### config.mk
export PLATFORM = sky130hd
export DESIGN_NAME = vector_control_sequencer
export DESIGN_NICKNAME = d
export VERILOG_FILES = /design/src/rtl/vector_control_sequencer.sv
export SDC_FILE = /design/constraint.sdc
export NUM_CORES = 1
export LEC_CHECK = 0
export CAP_MARGIN = 20
export CORE_AREA = 4 4 52 54
export DETAILED_ROUTE_END_ITERATION = 7
export DIE_AREA = 0 0 56 58
export PLACE_DENSITY_LB_ADDON = 0.2
export SYNTH_ARGS = -nofsm -noshare
export SYNTH_HDL_FRONTEND = slang
export SYNTH_SLANG_ARGS = --single-unit
export TNS_END_PERCENT = 100
### constraint.sdc
create_clock -name clk -period 3.5 [get_ports clk]
set_clock_uncertainty 0.15 [all_clocks]
set_input_delay 0.525 -clock clk [delete_from_list [all_inputs] [get_ports clk]]
set_output_delay 0.525 -clock clk [all_outputs]
set_load 0.05 [all_outputs]
### src/rtl/vector_control_sequencer.sv
// vector_control_sequencer
//   Multi-cycle opcode sequencer between instruction fetch and the
//   scalar/vector/histogram datapath. One 4-bit opcode is accepted per
//   valid/ready handshake. Scalar ops execute in one cycle. Vector and
//   histogram ops run NBEATS = LANES/GROUP beats, each enabling one lane group.
//   LOAD/STORE beats stall until mem_ready. CMP writes an internal Z flag,
//   and BNQ reads it.
//
// Ports
//   clk, rst_n          clock, synchronous active-low reset
//   instr_valid/ready   opcode handshake; op is sampled on accept
//   zero_in             ALU zero result, captured by CMP
//   mem_ready           completes the current LOAD/STORE beat
//   pc_src .. get8      datapath strobes
//   alu_control         ALU operation (default 011)
//   lane_control        histogram lane operation (default 111)
//   lane_en, beat_idx   active lane group and beat number
//   busy, done, illegal status; done/illegal pulse in the completion cycle
module vector_control_sequencer #(
    parameter int LANES = 8,
    parameter int GROUP = 4,
    parameter int BW    = ((LANES / GROUP) > 1) ? $clog2(LANES / GROUP) : 1
) (
    input  logic             clk,
    input  logic             rst_n,
    input  logic             instr_valid,
    output logic             instr_ready,
    input  logic [3:0]       op,
    input  logic             zero_in,
    input  logic             mem_ready,
    output logic             pc_src,
    output logic             scalar_write,
    output logic             vector_write,
    output logic             histogram_write,
    output logic             mem_to_reg,
    output logic             mem_write,
    output logic             flag_write,
    output logic             imm_src,
    output logic             get8,
    output logic [2:0]       alu_control,
    output logic [2:0]       lane_control,
    output logic [LANES-1:0] lane_en,
    output logic [BW-1:0]    beat_idx,
    output logic             busy,
    output logic             done,
    output logic             illegal
);

    localparam int NBEATS = LANES / GROUP;

    generate
        if (LANES % GROUP != 0) begin : g_bad_group
            $error("LANES must be a multiple of GROUP");
        end
    endgenerate

    typedef enum logic [1:0] {IDLE, EXEC, DONE} state_t;

    state_t         state, state_nx;
    logic [3:0]     op_q;
    logic [BW-1:0]  beat, beat_nx;
    logic           z, z_nx;

    logic [LANES-1:0] grp_mask;
    logic [LANES-1:0] beat_mask;
    logic             beat_op;
    logic             mem_op;
    logic             advance;
    logic             last_beat;

    assign grp_mask  = LANES'({GROUP{1'b1}});
    assign beat_mask = grp_mask << (int'(beat) * GROUP);
    assign beat_op   = (op_q >= 4'd6) && (op_q <= 4'd12);
    assign mem_op    = (op_q == 4'd6) || (op_q == 4'd7);
    assign advance   = !mem_op || mem_ready;
    assign last_beat = (beat == BW'(NBEATS - 1));

    always_ff @(posedge clk) begin
        if (!rst_n) begin
            state <= IDLE;
            op_q  <= '0;
            beat  <= '0;
            z     <= 1'b0;
        end else begin
            state <= state_nx;
            beat  <= beat_nx;
            z     <= z_nx;
            if (state == IDLE && instr_valid)
                op_q <= op;
        end
    end

    always_comb begin
        state_nx        = state;
        beat_nx         = beat;
        z_nx            = z;
        instr_ready     = 1'b0;
        pc_src          = 1'b0;
        scalar_write    = 1'b0;
        vector_write    = 1'b0;
        histogram_write = 1'b0;
        mem_to_reg      = 1'b0;
        mem_write       = 1'b0;
        flag_write      = 1'b0;
        imm_src         = 1'b0;
        get8            = 1'b0;
        alu_control     = 3'b000;
        lane_control    = 3'b000;
        lane_en         = '0;
        beat_idx        = '0;
        busy            = 1'b0;
        done            = 1'b0;
        illegal         = 1'b0;

        // Outputs stay all-zero while reset is held, whatever the state.
        if (rst_n) begin
            alu_control  = 3'b011;
            lane_control = 3'b111;
            beat_idx     = beat;
            busy         = (state != IDLE);

            case (state)
                IDLE: begin
                    instr_ready = 1'b1;
                    if (instr_valid)
                        state_nx = EXEC;
                end
                EXEC: begin
                    if (beat_op) begin
                        lane_en = beat_mask;
                        if (advance) begin
                            if (last_beat) begin
                                beat_nx  = '0;
                                state_nx = DONE;
                            end else begin
                                beat_nx = beat + 1'b1;
                            end
                        end
                    end else begin
                        state_nx = DONE;
                    end

                    case (op_q)
                        4'd0: begin scalar_write = 1'b1; imm_src = 1'b1; alu_control = 3'b100; lane_en = '1; end
                        4'd1: begin scalar_write = 1'b1; alu_control = 3'b001; lane_en = '1; end
                        4'd2: begin scalar_write = 1'b1; imm_src = 1'b1; alu_control = 3'b000; lane_en = '1; end
                        4'd3: begin
                            flag_write  = 1'b1;
                            alu_control = 3'b010;
                            lane_en     = '1;
                            z_nx        = zero_in;
                        end
                        4'd4: begin pc_src = 1'b1; imm_src = 1'b1; lane_en = '1; end
                        4'd5: begin pc_src = ~z; imm_src = 1'b1; lane_en = '1; end
                        4'd6: begin mem_to_reg = 1'b1; vector_write = mem_ready; end
                        4'd7: mem_write = mem_ready;
                        4'd8: vector_write = 1'b1;
                        4'd9: begin histogram_write = 1'b1; lane_control = 3'b100; end
                        4'd10: begin histogram_write = 1'b1; lane_control = 3'b000; end
                        4'd11: begin histogram_write = 1'b1; lane_control = 3'b010; end
                        4'd12: begin vector_write = 1'b1; get8 = 1'b1; end
                        default: illegal = 1'b1;
                    endcase
                end
                DONE: begin
                    done     = 1'b1;
                    illegal  = (op_q >= 4'd13);
                    state_nx = IDLE;
                end
                default: state_nx = IDLE;
            endcase
        end
    end

endmodule

# Word-level counts from Yosys, hierarchy flattened

Cells that the tools add are included.
W data, S select, Z words.

Bits of input ports: 9
Word-level logic and storage cells: 96
Output and inout bits: 28
Register bits: 8

Equal/unequal tests: 17
Bitwise operators: 1
Shift-type cells: 1
$lt $le $gt $ge: 3
Reductions and logical operators: 17
Add/sub/neg operators: 1
Mux-type cells: 52

Operators with widths:

| kind                  | count |
|---|---|
| $mux W1               | 34 |
| $mux W8               | 4 |
| $eq A4 B4 Y1 const B  | 5 |
| $eq A4 B3 Y1 const B  | 4 |
| $reduce_or A13 Y1     | 1 |
| $mux W3               | 4 |
| $pmux W3 S4           | 1 |
| $pmux W3 S3           | 1 |
| $eq A4 B2 Y1 const B  | 2 |
| $mux W2               | 4 |
| $shl A4 B3 Y8 const A | 1 |
| $ne A3 B3 Y1 const B  | 2 |
| $pmux W1 S2           | 3 |
| $reduce_and A3 Y1     | 2 |
| $reduce_or A3 Y1      | 2 |
| $reduce_or A6 Y1      | 1 |
| $eq A4 B1 Y1 const B  | 1 |
| $ge A4 B3 Y1 const B  | 1 |
| $ge A4 B4 Y1 const B  | 1 |
| $le A4 B4 Y1 const B  | 1 |
| $logic_not A4 Y1      | 1 |
| $pmux W2 S2           | 1 |
| $reduce_or A4 Y1      | 1 |
| $eq A2 B1 Y1 const B  | 1 |
| other kinds (11)      | 13 |

# Longest topological paths before layout

Depth in word-level cells: 7
Gate-level depth with buffers: 7
Gate-level depth less buffers: 6

# Worst setup path before layout

OpenSTA, ideal clock, no wires.

Path type: input to output
From: input rst_n
To: output scalar_write
Arrival time: 2.491 ns
Stages on the path: 3
Slack: 0.334 ns
Path through: buf_2 -> nand2_1 -> nor4b_1

Cells in the longest elaborated chain, start to end: 1

RTL lines:

| what               | line | text |
|---|---|---|
| start: declaration | 25   | `input logic rst_n,` |
| $mux W1            | 116  | `if (rst_n) begin` |
| end: declaration   | 32   | `output logic scalar_write,` |

Every way passes these cells.

# Final worst setup path

From: input rst_n
To: output alu_control[0]

Cells in the longest elaborated chain, start to end: 1

RTL lines:

| what             | line | text |
|---|---|---|
| $mux W3          | 116  |  |
| end: declaration | 40   | `output logic [2:0] alu_control,` |

Every way passes these cells.

==> out/metrics.cfg <==
[outcome]
status=finished clean

[route]
wl_um=1940
via_per_inst=5.11
drt_pre_antenna_iters=4
route.detailed.drc=0
ant_nets=0
drt_iter0_markers=10
num_vias=792
post_drt_wl_per_cell_um=12.5

[synthesis]
syn_inst=100
yosysTopAreaCell=dfxtp_1
yosysWarnings=0
syn_area_um2=758
synth_nets=112
ys_top_cells_by_area=dfxtp_1 (21%), buf_4 (6.9%), a21boi_0 (5.9%), nand2_1 (5.9%), nor2b_1 (5.8%)
syn_area_per_cell_um2=7.58
synth_seq_cells=8
yosysUniqueCellTypes=35
ys_seq_area_frac=0.211
synth.top_cell.area_share=0.211

[critical_path]
cp-start-kind=primary input
critPathMaxStageDelay_ns=0.85
path_max_fanout=21
arrival_ns=2.45
worst_ep_required_time_ns=2.82
critical_path.most_common_cell=clkdlybuf4s50_1
cp.buffers_inverters=2
critPathSlowestCell=clkdlybuf4s50_1
cp_cell_sequence=clkdlybuf4s50_1, a21boi_0, clkdlybuf4s50_1
crit_family=buffers and inverters
crit_type=in2out
end_kind=primary output

[cts]
clk_latency_ns=0.24
hold_buffers=0
postCtsSetupBuffers=0
cts_resized=0
cts_made_buffers=3
clock-root-buffer=clkbuf_4
cts_tree=built
ctsLongestPathBuffers=2
cts.sinks=8
cts_max_level=1
clkTransAtPathRegs_ns=0.05

[floorplanning]
io_pins=37
dieArea_mm2=0.00325
rows=17
start_util=0.343
chipHeight_um=58
core_area_mm2=0.00221
die_w_um=56

[finish]
mostFrequentLayoutCell=clkdlybuf4s50_1
num-fill-cells=223
antenna_cells=0
drive_above_1_share=0.197
final_cell_mix=clkdlybuf4s50_1 (18), nand2_1 (12), buf_4 (10), buf_12 (10), dfxtp_1 (8)
syn_to_final_growth_pct=55.4
layout.nets=141
design_area_mm2=0.00118

[sta]
setup-tns-final_ns=0
grt_setup_unrepaired=false
fin_crit_sh=0.892
final_hold_viol_count=0
tightest_slew_ns=0.603
period_needed_ns=3.12
slew_headroom=0.597
clock.fmax_mhz=320
setup_viol=0
slew_viol_final=0

[place]
portBuffers=36
gp_congestion=0.734
dpl_cell_area_mm2=0.00116
hpwl_um=1570

[global_routing]
grt_usage=0.117
grt-ovfl-total=0
met2_usage=0.212
first_global_vias=725
grtUsageMet3=0.0379
antenna_found_initial=0
grt_start_max_net_pins=22
top_usage_layer=met2
met1_usage=0.131
grt_pass1_wl_um=3130

[power_and_ir_drop]
p_per_area_mw_per_mm2=335
ir_drop_v=0.000211
p_leak_nw=0.460

[job]
maxCapViolations=0

[hold_path]
min_path_type=reg2reg

[state kept, by name, indices dropped and copies added (netlist names)]
name / flops
z: 1
op_q: 4
state: 2
beat: 1
[report_power, final]
part / internal [mW] / switching, mW / total (mW)
registers: 0.0989 / 0.0173 / 0.116
logic: 0.0870 / 0.124 / 0.211
clock network: 0.0390 / 0.0282 / 0.0673
total: 0.225 / 0.169 / 0.394
[cell usage after synthesis (all sizes together)]
cell type and n:
buf 13, nand2 12, dfxtp 8, a21boi 7
nor2b 7, nand3 6, o21ai 6, and2 4
inv 4, ha 3, nor3 3, a211oi 2
a221oi 2, nand4b 2, nor2 2, nor3b 2
nor4 2, o21a 2, a21o 1, a311oi 1
a31oi 1, and3 1, clkbuf 1, mux2 1
mux2i 1, nand3b 1, nor4b 1, o211a 1
o211ai 1, or2 1, xnor2 1
[worst register-to-register path: stages, from the launching register on]
cell and delay (ns):
dfxtp_1 0.31, inv_1 0.08, ha_1 0.34, nor3b_1 0.35, nand3_1 0.14, mux2i_1 0.17, nor2b_1 0.06
[final cells by class]
class	instances	area, µm²	area share
clock buffer	3	22.5	0.0191
inverter	4	15.0	0.0127
multi-input combinational	74	490	0.416
sequential	8	160	0.136
tap	28	35.0	0.0297
timing repair buffer	38	455	0.386
[path summary, 6_finish.rpt]
kind	startpoint	end	slack, ns	cells past startpoint
worst min register to register	z$_SDFFE_PN0P_	z$_SDFFE_PN0P_	0.37	2
worst max register to register	state[1]$_SDFFE_PN0P_	z$_SDFFE_PN0P_	1.79	6
worst min-delay path	z$_SDFFE_PN0P_	z$_SDFFE_PN0P_	0.37	2
worst max-delay path	rst_n	alu_control[0]	0.38	3
[per-stage QoR]
step	setup WS (ns)	hold slack (ns)	utilization	power, mW	instances
finish	0.377	0.367	0.533	0.394	155
global route	0.216	0.395	0.533	0.415	155
CTS	0.358	0.375	0.533	0.399	155
detailed placement	0.377	0.360	0.523	0.330	152
global placement	0.392	0.347	0.523	0.326	152
floorplan	0.334	0.336	-	0.256	100
[routing by layer]
metal / wire [µm] / vias up / share of wire
li1: - / 402 / -
met1: 837 / 363 / 0.43
met2: 949 / 23 / 0.49
met3: 126 / 4 / 0.065
met4: 29 / 0 / 0.015
met5: 0 / - / 0
[cell families (layout without fill, tap and decap cells)]
family | count (synthesis) | in the layout | share of synthesized area
AO/OA/AOI/OAI | 24 | 24 | 0.241
AND/OR/NAND/NOR | 44 | 44 | 0.317
multiplexers | 2 | 2 | 0.0281
flip-flops | 8 | 8 | 0.211
buffers and inverters | 18 | 45 | 0.142
XOR/XNOR | 1 | 1 | 0.0116
adder cells (fa/ha/maj) | 3 | 3 | 0.0495
Note: power is estimated with default switching activity, not from simulation.
==> RTL change 1, RTL diff (same flow settings) <==
Register the output `flag_write`, cleared by the reset; this adds one clock of latency there. The other outputs are not delayed to match.
--- a/src/rtl/vector_control_sequencer.sv
+++ b/src/rtl/vector_control_sequencer.sv
@@ -47,6 +47,8 @@
 );
 
     localparam int NBEATS = LANES / GROUP;
+
+    logic flag_write_d;
 
     generate
         if (LANES % GROUP != 0) begin : g_bad_group
@@ -101,7 +103,7 @@
         histogram_write = 1'b0;
         mem_to_reg      = 1'b0;
         mem_write       = 1'b0;
-        flag_write      = 1'b0;
+        flag_write_d    = 1'b0;
         imm_src         = 1'b0;
         get8            = 1'b0;
         alu_control     = 3'b000;
@@ -145,7 +147,7 @@
                         4'd1: begin scalar_write = 1'b1; alu_control = 3'b001; lane_en = '1; end
                         4'd2: begin scalar_write = 1'b1; imm_src = 1'b1; alu_control = 3'b000; lane_en = '1; end
                         4'd3: begin
-                            flag_write  = 1'b1;
+                            flag_write_d = 1'b1;
                             alu_control = 3'b010;
                             lane_en     = '1;
                             z_nx        = zero_in;
@@ -172,5 +174,13 @@
         end
     end
 
+    always_ff @(posedge clk) begin
+        if (!rst_n) begin
+            flag_write <= '0;
+        end else begin
+            flag_write <= flag_write_d;
+        end
+    end
+
 endmodule
 
Formal check against the unedited RTL: not equivalent (Yosys sat finds a counterexample within 4 cycles, from zero or initial values and one cycle with rst_n low).
==> RTL change 1 against the unedited design <==
Wire length about the same; area after synthesis decreased by 4.0%; fmax decreased by 1.4%; cell area decreased by 9.1%; sequential cell count increased by 1; total power decreased by 3.2%; worst setup slack got worse by 0.043 ns; critical path type unchanged; largest cell class unchanged; largest power group unchanged.
==> RTL change 1: results (changes against the unedited design) <==
setup_path:
  r2r-end: "beat$_SDFFE_PN0P_"
  critical_path.endpoint: "beat_idx"
  cp_max_fo: 15  # -29%
  rrSetupSlack_ns: 1.73  # -0.06 ns
  r2r_cells: 4  # -2
  arrival_ns: 2.49  # +0.04 ns
  regToRegStartpoint: "op_q[1]$_SDFFE_PN0P_"
status:
  status: "finished clean"
placed_design:
  placed_area_um2: 1040  # -9.7%
  place.gp.congestion: 0.751  # +2.3%
  dp_hpwl_um: 1540  # -1.5%
global_routing:
  grtUsageTotal_pct: 12.4  # +0.69 points
  grt_pass1_vias: 765  # +5.5%
  grt_pass1_wl_um: 3310  # +5.7%
  grt_max_degree: 17  # -23%
clock_tree:
  clock_latency_ns: 0.26  # +0.02 ns
synthesis:
  yosysUniqueCellTypes: 31  # -11%
  ys_top_cells_by_count: "a21oi_1, nand2_1, nor2_1"
  ys_seq_area_share_pct: 24.7  # +3.6 points
  syn_nets: 114  # +1.8%
  netlist_top_cells_area: "dfxtp_1, a21oi_1, nand2_1"
layout:
  nets: 144  # +2.1%
detailed_routing:
  vias_per_cell: 5.07  # -0.79%
  wl_um: 1940  # about the same
sta:
  slew_headroom_pct: 66.1  # +6.4 points
power_and_ir_drop:
  peakVddDrop_mv: 0.189  # -10%
-- RTL change 1: power by group --
part	internal [W]	switching, W	leakage [nW]
Sequential	0.000110	0.0000129	0.0735
Clock	0.0000421	0.0000393	0.0177
Combinational	0.0000624	0.000115	0.309
-- RTL change 1: layout make-up --
cell class | instances | area [um2]
inverters | 6 | 22.5
repair buffers | 37 | 358
clock inverters | 1 | 5.00
fillers | 241 | 1140
multi-input cells | 75 | 448
flip-flops and latches | 9 | 180
clock buffers | 3 | 22.5
well taps | 28 | 35.0
-- RTL change 1: metrics by stage --
step                setup WS [ns]  hold slack, ns  std cells  power, W
finish                      0.334           0.360        159  0.000382
global route                0.230           0.430        159  0.000404
CTS                         0.362           0.367        159  0.000385
detailed placement          0.357           0.352        155  0.000302
global placement            0.414           0.331        155  0.000300
floorplan                   0.371           0.314        102  0.000253
-- RTL change 1: how the worst min path moves through the flow --
stage / from / endpoint / depth (start not counted)
floorplan: z$_SDFFE_PN0P_ / z$_SDFFE_PN0P_ / 2
global placement: z$_SDFFE_PN0P_ / z$_SDFFE_PN0P_ / 2
detailed placement: z$_SDFFE_PN0P_ / z$_SDFFE_PN0P_ / 2
CTS: z$_SDFFE_PN0P_ / z$_SDFFE_PN0P_ / 2
global route: z$_SDFFE_PN0P_ / z$_SDFFE_PN0P_ / 2
finish: z$_SDFFE_PN0P_ / z$_SDFFE_PN0P_ / 2
-- RTL change 1: cell families (layout without fill, tap and decap cells) --
| logic type | after synthesis | after routing | synth area share, % |
|---|---|---|---|
| adder cells (fa/ha/maj) | 3 | 3 | 5.16 |
| flip-flops | 9 | 9 | 24.7 |
| XOR/XNOR | 1 | 1 | 1.20 |
| multiplexers | 2 | 2 | 2.92 |
| AND/OR/NAND/NOR | 46 | 46 | 30.9 |
| buffers and inverters | 18 | 47 | 13.9 |
| AO/OA/AOI/OAI | 23 | 23 | 21.1 |
-- RTL change 1: worst reg2reg max path, stage by stage (launching register included) --
cell     delay (ns)
dfxtp_1        0.64
and3b_1        0.28
nand2_1        0.09
a21oi_1        0.17
mux2_1         0.34
-- RTL change 1: metal layers --
metal	vias to the layer above	GRT usage (%)
li1	403	-
met1	370	13.1
met2	29	23.0
met3	4	3.34
met4	0	5.08
met5	-	0
==> RTL change 2, RTL diff (config.mk and constraints unchanged) <==
Made on the original files. Change the parameter `LANES` from 8 to 16.
--- a/src/rtl/vector_control_sequencer.sv
+++ b/src/rtl/vector_control_sequencer.sv
@@ -17,7 +17,7 @@
 //   lane_en, beat_idx   active lane group and beat number
 //   busy, done, illegal status; done/illegal pulse in the completion cycle
 module vector_control_sequencer #(
-    parameter int LANES = 8,
+    parameter int LANES = 16,
     parameter int GROUP = 4,
     parameter int BW    = ((LANES / GROUP) > 1) ? $clog2(LANES / GROUP) : 1
 ) (
Ports: changed (resized beat_idx and lane_en); port bits go from 37 to 46. No check against the original RTL was run, so the function may have changed too.
==> RTL change 2 against the unedited design <==
Cell area increased by 2.2%; final cell count increased by 17%; worst setup slack got worse by 0.058 ns; area after synthesis increased by 16%; wire length increased by 9.6%; sequential cell count increased by 1; die area unchanged; total power increased by 5.3%; critical path type unchanged; largest cell class unchanged; highest routed layer unchanged.
==> RTL change 2: results (changes against the unedited design) <==
layout:
  nets: 170  # +21%
  reg_top3: "op_q: 4 flops, beat: 2 flops, state: 2 flops"
  nFillCells: 234  # +4.9%
  num_antenna_cells: 0  # unchanged
  drive_above_1_share_pct: 19.6  # -0.077 points
power_and_ir_drop:
  clock_power_w: 0.0000811  # +21%
  p_int_w: 0.000221  # -1.7%
  power_leakage_nw: 0.510  # +11%
  p_comb_w: 0.000208
  peakVddDrop_mv: 0.285  # +35%
  clock_power_share_pct: 19.5  # +2.4 points
synthesis:
  yosysUniqueCellTypes: 31  # -11%
  synth_fa_ha_area_share_pct: 9.97  # +5.0 points
  synth_xor_area_share_pct: 0.997  # -0.16 points
  syn_nets: 139  # +24%
  synth_compound_area_share_pct: 18.5  # -5.6 points
  ys_seq_area_share_pct: 20.5  # -0.61 points
  ys_top_cells_by_count: "a21oi_1, nand2_1, nor2_1"
  async_reset_ff_share_pct: 0  # unchanged
  synthMuxAreaShare_pct: 3.56  # +0.76 points
  netlist_top_cells_area: "dfxtp_1, buf_4, ha_1"
  synthCells: 123  # +23%
setup_path:
  regToRegStartpoint: "op_q[1]$_SDFFE_PN0P_"
  r2r-end: "beat[0]$_SDFFE_PN0P_"
  max_stage_delay_ns: 0.83  # -0.02 ns
  r2r_cells: 4  # -2
  cp_max_fo: 15  # -29%
  arrival_ns: 2.51  # +0.06 ns
  rrSetupSlack_ns: 1.72  # -0.07 ns
global_routing:
  grt_antenna_before_repair: 0  # unchanged
  grt_max_degree: 17  # -23%
  grt_pass1_wl_um: 3590  # +15%
  grtUsageTotal_pct: 13.7  # +2.0 points
  grt_pass1_vias: 854  # +18%
placed_design:
  dp_cells: 177  # +16%
  dp_hpwl_um: 1700  # +8.2%
  place.gp.congestion: 0.786  # +7.1%
  pre_cts_slack_ns: 0.301  # -0.0758 ns
  io_buffer_count: 45  # +25%
detailed_routing:
  drt_first_iter_violations: 10  # unchanged
  vias_per_cell: 4.88  # -4.5%
  vias: 883  # +11%
  wl_per_cell_um: 11.8  # -6.1%
  drtPass1Iterations: 4  # unchanged
status:
  status: "finished clean"
hold_path:
  min_from: "z$_SDFFE_PN0P_"
  hp-class: "register to register"
sta:
  period_minus_slack_ns: 3.18  # +0.0585 ns
  setup_viol: 0  # unchanged
  worst_pin_slew_ns: 0.510  # -0.0930 ns
clock_tree:
  clk_pin_slew_ns: 0.06
  clock_latency_ns: 0.26  # +0.02 ns
-- RTL change 2: cell count changes in the layout (fill, tap and decap cells not counted), sizes merged, moves of 4 or more --
| cell | unedited run | this run |
|---|---|---|
| a21boi | 7 | 0 |
| a21oi | 0 | 16 |
| clkdlybuf4s50 | 18 | 22 |
| ha | 3 | 7 |
| inv | 4 | 9 |
| nor2 | 2 | 13 |
| nor2b | 7 | 1 |
| o21ai | 6 | 1 |
-- RTL change 2: through the flow --
stage | utilization (%) | hold WS, ns | area, um2
floorplan | - | 0.314 | 880
global placement | 53.3 | 0.334 | 1180
detailed placement | 53.3 | 0.360 | 1180
CTS | 54.5 | 0.375 | 1200
global route | 54.5 | 0.411 | 1200
finish | 54.5 | 0.371 | 1200
-- RTL change 2: metal layers --
metal | global-route usage [%] | part of all wire (%) | up-vias
met2 | 24.2 | 47 | 33
met5 | 0 | 0 | -
met3 | 2.45 | 7.5 | 4
met1 | 15.6 | 44 | 386
li1 | - | - | 460
met4 | 7.12 | 2.0 | 0
-- RTL change 2: cell type report --
| type | count | share of cell area [%] |
|---|---|---|
| Timing Repair Buffer | 45 | 32.6 |
| Clock buffer | 4 | 2.18 |
| Multi-Input combinational cell | 86 | 44.5 |
| Tap cell | 28 | 2.91 |
| Sequential cell | 9 | 15.0 |
| Inverter | 9 | 2.80 |
-- RTL change 2: how the worst min path moves through the flow --
stage | to | slack [ns] | cells after the start
after floorplan | z$_SDFFE_PN0P_ | 0.31 | 2
after global placement | z$_SDFFE_PN0P_ | 0.33 | 2
after detailed placement | z$_SDFFE_PN0P_ | 0.36 | 2
after CTS | z$_SDFFE_PN0P_ | 0.37 | 2
after global routing | z$_SDFFE_PN0P_ | 0.41 | 2
final | z$_SDFFE_PN0P_ | 0.37 | 2
